`src/rtl/crossbar_pkg.sv`:
```
// Shared constants and elaboration-time helpers for the round-robin crossbar.
// Holds the clog2/select-width derivation and the legal parameter ranges.
package crossbar_pkg;

  localparam int MIN_PORTS = 2;
  localparam int MAX_PORTS = 16;
  localparam int MIN_DW    = 1;
  localparam int MAX_DW    = 64;

  function automatic int clog2(input int v);
    int r;
    r = 0;
    for (int i = 0; i < 31; i++) begin
      if ((1 << r) < v) r = r + 1;
    end
    return r;
  endfunction

  // A single-port index still needs one bit of select.
  function automatic int sel_width(input int n_ports);
    return (clog2(n_ports) < 1) ? 1 : clog2(n_ports);
  endfunction

  function automatic bit params_ok(input int n_cpu, input int n_mm, input int dw);
    return (n_cpu >= MIN_PORTS) && (n_cpu <= MAX_PORTS) &&
           (n_mm  >= MIN_PORTS) && (n_mm  <= MAX_PORTS) &&
           (dw    >= MIN_DW)    && (dw    <= MAX_DW);
  endfunction

endpackage

```
`src/rtl/crossbar_rr_nxm_rr_arb.sv`:
```
// Per-memory-port arbiter: round-robin from a rotating pointer, or fixed
// lowest-index priority. The one-hot win vector is combinational.
module rr_arb
  import crossbar_pkg::*;
#(
  parameter  int N  = 4,
  localparam int PW = sel_width(N)
) (
  input  logic         clk,
  input  logic         rst,
  input  logic         fixed_prio,
  input  logic [N-1:0] cand,
  output logic [N-1:0] win
);

  logic [PW-1:0] r_ptr;
  logic [PW-1:0] w_ptr_nxt;
  logic [N-1:0]  w_win;
  logic          w_found;
  int            w_idx;

  always_comb begin
    w_win     = '0;
    w_found   = 1'b0;
    w_ptr_nxt = r_ptr;
    w_idx     = 0;
    if (fixed_prio) begin
      for (int i = 0; i < N; i++) begin
        if (!w_found && cand[i]) begin
          w_win[i] = 1'b1;
          w_found  = 1'b1;
        end
      end
    end else begin
      // Scan upward from the pointer, wrapping at N-1; pointer moves past the winner.
      for (int i = 0; i < N; i++) begin
        w_idx = int'(r_ptr) + i;
        if (w_idx >= N) w_idx = w_idx - N;
        if (!w_found && cand[w_idx]) begin
          w_win[w_idx] = 1'b1;
          w_found      = 1'b1;
          w_ptr_nxt    = (w_idx == N - 1) ? '0 : PW'(w_idx + 1);
        end
      end
    end
  end

  always_ff @(posedge clk) begin
    if (rst) r_ptr <= '0;
    else     r_ptr <= w_ptr_nxt;
  end

  assign win = w_win;

endmodule

```
`src/rtl/crossbar_rr_nxm.sv`:
```
// N_CPU x N_MM read crossbar: per-port arbiters, registered grant pulses,
// select-error pulses and per-CPU read data that holds until the next grant.
module crossbar_rr_nxm
  import crossbar_pkg::*;
#(
  parameter  int N_CPU = 4,
  parameter  int N_MM  = 4,
  parameter  int DW    = 8,
  localparam int SELW  = sel_width(N_MM)
) (
  input  logic                  clk,
  input  logic                  rst,
  input  logic [N_MM*DW-1:0]    mm_data,
  input  logic [N_CPU-1:0]      req,
  input  logic [N_CPU*SELW-1:0] sel,
  input  logic                  fixed_prio,
  output logic [N_CPU*DW-1:0]   cpu_data,
  output logic [N_CPU-1:0]      gnt,
  output logic [N_CPU-1:0]      sel_err
);

  if (!params_ok(N_CPU, N_MM, DW)) begin : g_bad_params
    $error("crossbar_rr_nxm: N_CPU/N_MM must be 2..16 and DW 1..64");
  end

  logic [N_MM-1:0][N_CPU-1:0] w_cand;
  logic [N_MM-1:0][N_CPU-1:0] w_win;
  logic [N_CPU-1:0]           w_gnt;
  logic [N_CPU-1:0]           w_err;
  logic [N_CPU-1:0][DW-1:0]   w_data;

  logic [N_CPU-1:0]           r_gnt;
  logic [N_CPU-1:0]           r_sel_err;
  logic [N_CPU-1:0][DW-1:0]   r_cpu_data;

  // Out-of-range selects are compared as integers so they never alias a real port.
  always_comb begin
    w_cand = '0;
    w_err  = '0;
    for (int c = 0; c < N_CPU; c++) begin
      w_err[c] = req[c] && (int'(sel[c*SELW +: SELW]) >= N_MM);
      for (int m = 0; m < N_MM; m++) begin
        w_cand[m][c] = req[c] && (int'(sel[c*SELW +: SELW]) == m);
      end
    end
  end

  for (genvar m = 0; m < N_MM; m++) begin : g_arb
    rr_arb #(.N(N_CPU)) u_arb (
      .clk        (clk),
      .rst        (rst),
      .fixed_prio (fixed_prio),
      .cand       (w_cand[m]),
      .win        (w_win[m])
    );
  end

  // A CPU targets one port, so at most one win bit per CPU is set: AND-OR mux.
  always_comb begin
    w_gnt  = '0;
    w_data = '0;
    for (int c = 0; c < N_CPU; c++) begin
      for (int m = 0; m < N_MM; m++) begin
        w_gnt[c]  = w_gnt[c] | w_win[m][c];
        w_data[c] = w_data[c] | ({DW{w_win[m][c]}} & mm_data[m*DW +: DW]);
      end
    end
  end

  always_ff @(posedge clk) begin
    if (rst) begin
      r_gnt      <= '0;
      r_sel_err  <= '0;
      r_cpu_data <= '0;
    end else begin
      r_gnt     <= w_gnt;
      r_sel_err <= w_err;
      for (int c = 0; c < N_CPU; c++) begin
        if (w_gnt[c]) r_cpu_data[c] <= w_data[c];
      end
    end
  end

  assign gnt      = r_gnt;
  assign sel_err  = r_sel_err;
  assign cpu_data = r_cpu_data;

endmodule

```
`config.mk`:
```
export PLATFORM = sky130hd
export DESIGN_NAME = crossbar_rr_nxm
export DESIGN_NICKNAME = d
export VERILOG_FILES = /design/src/rtl/crossbar_pkg.sv /design/src/rtl/crossbar_rr_nxm_rr_arb.sv /design/src/rtl/crossbar_rr_nxm.sv
export SDC_FILE = /design/constraint.sdc
export NUM_CORES = 1
export LEC_CHECK = 0
export BUFFER_PORTS_ARGS = -buffer_cell sky130_fd_sc_hd__buf_2
export CAP_MARGIN = 10
export CELL_PAD_IN_SITES_DETAIL_PLACEMENT = 1
export CELL_PAD_IN_SITES_GLOBAL_PLACEMENT = 1
export CORE_ASPECT_RATIO = 0.5
export CORE_MARGIN = 5
export CORE_UTILIZATION = 42
export DETAILED_ROUTE_END_ITERATION = 8
export GPL_TIMING_DRIVEN = 0
export PLACE_DENSITY_LB_ADDON = 0.1
export SETUP_SLACK_MARGIN = 0.5
export SYNTH_ARGS = -nofsm -noshare
export SYNTH_HDL_FRONTEND = slang
export SYNTH_SLANG_ARGS = --single-unit
```
`constraint.sdc`:
```
create_clock -name clk -period 5.25 [get_ports clk]
set_clock_uncertainty 0.2 [all_clocks]
set_input_delay 1.3125 -clock clk [delete_from_list [all_inputs] [get_ports clk]]
set_output_delay 1.3125 -clock clk [all_outputs]
set_load 0.01 [all_outputs]
```
==> impl_metrics.csv <==
group,metric,value,unit
outcome,status,"finished, final reports clean",
placement,place_area,5280,um^2
yosys,syn_area,4700,um^2
yosys,synthCells,623,
floorplan,io_pins,87,
pwr,fin_total_pwr,1361,uW
drt,vias_per_cell,6.307,
finish,num-nets-final,785,
floorplan,die_y,84.80,um
clocking,htree_levels,2,
floorplan,num_rows,27,
global_route,antenna_found_initial,0,
clocking,cts_made_buffers,5,
drt,postRouteAntennaNets,0,
finish,diodes,0,
critical_path,path_class,"in2reg",
placement,io_buffers,73,
floorplan,die_width,159.6,um
timing,fin_crit,4497,ps
drt,routed_wl,17360,um
drt,first_pass_iters,7,
timing,hold_violations,0,
clocking,clock-sinks,44,
critical_path,worst_ep_arrival_time,4450,ps
timing,finalMaxSlewViolations,0,
global_route,grt_max_degree,14,
clocking,clkLatencyLatePin,290,ps
drt,wire_per_inst,20.36,um
global_route,met2_usage,40.36,%
clocking,cts_tree,"done",
global_route,overflow,0,
finish,finish.instance_area,5470,um^2
yosys,async_flop_share,0,%
yosys,synth_edf_count,0,
critical_path,crit_path_start_kind,"primary input",
finish,layout-drive-gt1-share,18.79,%
global_route,gr-usage-met3,4.904,%
yosys,ys_warn_count,0,
clocking,hold_buffers,0,
timing,setup_viol,0,
global_route,grt_pass1_wl,27720,um
yosys,ys_ff_latch,44,
critical_path,end_kind,"flop",
floorplan,core-area,10980,um^2
timing,holdWs,258.0,ps
floorplan,start_util,42.80,%
yosys,synthFlopType,"dfxtp_1",
clocking,clk_pin_slew,60,ps
timing,max_freq,222.3,MHz
drt,num_vias,5380,
pwr,power.leakage,0.002325,uW
clocking,clock_path_buffers,2,
flow_run,drv_cap,0,
global_route,grt_pass1_vias,5224,
placement,gp_congestion,0.9317,
timing,rsz0062_at_grt,"false",
timing,tightest_slew,1156,ps
pwr,max-vdd-ir-drop,0.1166,mV
yosys,ys_types,71,
timing,relSlewSlack,22.58,%
floorplan,die_area,13530,um^2
yosys,ys_seq_area_share,18.74,%
critical_path,worstPathMaxFanout,10,
global_route,top_usage_layer,"met2",
timing,fin_crit_sh,85.67,%
global_route,met1_usage,34.19,%
placement,post-dp-hpwl,13100,um
yosys,avgSynthCellArea,7.543,um^2
finish,syn_to_final_growth,16.40,%
clocking,root_buffer,"clkbuf_16",
drt,drc_errors,0,
pwr,p_per_area,248.9,nW/um^2
drt,drt-initial-drc-count,355,
critical_path,cp.required,5200,ps
global_route,grtUsageTotal,24.69,%
worst_hold_path,hold_class,"reg2reg",
timing,fin_setup_tns,0,ps
per-layer routing:
| metal | routed length (um) | vias up |
|---|---|---|
| met1 | 8174 | 2668 |
| met2 | 7726 | 191 |
| met3 | 1241 | 20 |
| li1 | - | 2501 |
| met4 | 221 | 0 |
| met5 | 0 | - |
placed cells by master (no fill, tap or decap), types with 4 or more instances in the layout:
master     synthesis  final
mux2i_1            6      6
clkbuf_16          0      5
ha_1              30     30
a21o_1             4      4
o211ai_1           6      6
a21oi_1           29     28
o21a_1             9      9
and3b_1            8      8
and3_1             9      9
nor2_1            55     55
nand3b_1          12     12
or3_1              6      6
nor3_1            12     12
inv_1             63     63
nand2b_1           4      4
nand4_1            5      5
a311oi_1           9      9
a21boi_0          11     11
nand2_1           55     55
a222oi_1          16     16
a2111oi_0          8      8
o21ai_0           22     21
nor4_1            10     10
o22ai_1           16     16
buf_6              4      4
dfxtp_1           44     44
nand3_1           21     21
buf_2             10     83
clkbuf_1          17     17
mux4_2             9      9
a211oi_1          26     26
conb_1             1      4
or3b_1             4      4
buf_4              7      9
and2_1             7      7
timing repair:
action,in CTS,in global routing
setup buffers,0,2
pin swaps,0,3
endpoints found under the setup margin,9,19
cloned,0,0
gates resized for setup,1,7
final cells by class:
type,count,area (um^2)
plain buffers,42,229.0
repair buffers,75,380.4
flip-flops and latches,44,880.8
well taps,145,181.4
multi-input cells,476,3421
clock inverters,2,12.51
inverters,64,240.2
clock buffers,5,125.1
fillers,1404,5509
sequential cells by signal, indices dropped and copies added (netlist names):
register and count:
g_arb.u_arb.r_ptr 8, cpu_data 32, gnt 4
critical path: stages:
cell,delay [ps]
buf_2,190
nand3_1,220
mux4_2,580
a21oi_2,270
a221oi_1,130
a32o_1,310
clkbuf_1,270
and4_1,250
buf_2,170
buf_4,180
a2111oi_0,460
a211oi_1,100
where the power goes:
part	switching [uW]	total (uW)	internal [uW]
clock network	140	313	173
registers	35.7	422	387
logic	383	626	243
synthesized netlist by cell type (10+ instances only):
cell type	instances	share of area (%)
a211oi_1	26	4.2
a21boi_0	11	1.8
a21oi_1	29	3.1
a222oi_1	16	3.4
buf_2	10	1.1
clkbuf_1	17	1.4
dfxtp_1	44	19
ha_1	30	8.0
inv_1	63	5.0
nand2_1	55	4.4
nand3_1	21	2.2
nand3b_1	12	1.9
nor2_1	55	4.4
nor3_1	12	1.3
nor4_1	10	1.3
o21ai_0	22	2.3
o22ai_1	16	2.1
kinds of logic after synthesis:
group,count (synthesis),synth area share (%)
buf+inv,106,9.957
simple gates,228,25.67
xor+xnor,3,0.5592
flops,44,18.74
other cells,1,0.07980
compound gates,196,31.42
mux,15,5.591
fa+ha+maj,30,7.987
per-stage QoR:
stage / setup slack [ps] / utilization [%] / cells
floorplan: 971.1 / - / 626
global placement: 94.28 / 47.89 / 844
detailed placement: 11.85 / 48.09 / 844
CTS: 594.9 / 49.45 / 851
global route: 515.6 / 49.82 / 853
finish: 752.5 / 49.82 / 853
worst paths after layout:
kind | depth (start not counted) | slack [ps] | endpoint | startpoint
setup reg to reg | 13 | 810 | cpu_data[14]$_SDFFE_PP0P_ | g_arb[0].u_arb.r_ptr[0]$_SDFFE_PP0P_
hold reg to reg | 2 | 260 | cpu_data[5]$_SDFFE_PP0P_ | cpu_data[5]$_SDFFE_PP0P_
setup / recovery | 12 | 750 | cpu_data[1]$_SDFFE_PP0P_ | req[2]
hold / removal | 2 | 260 | cpu_data[5]$_SDFFE_PP0P_ | cpu_data[5]$_SDFFE_PP0P_
No activity file was read; power rests on OpenSTA's default activity.
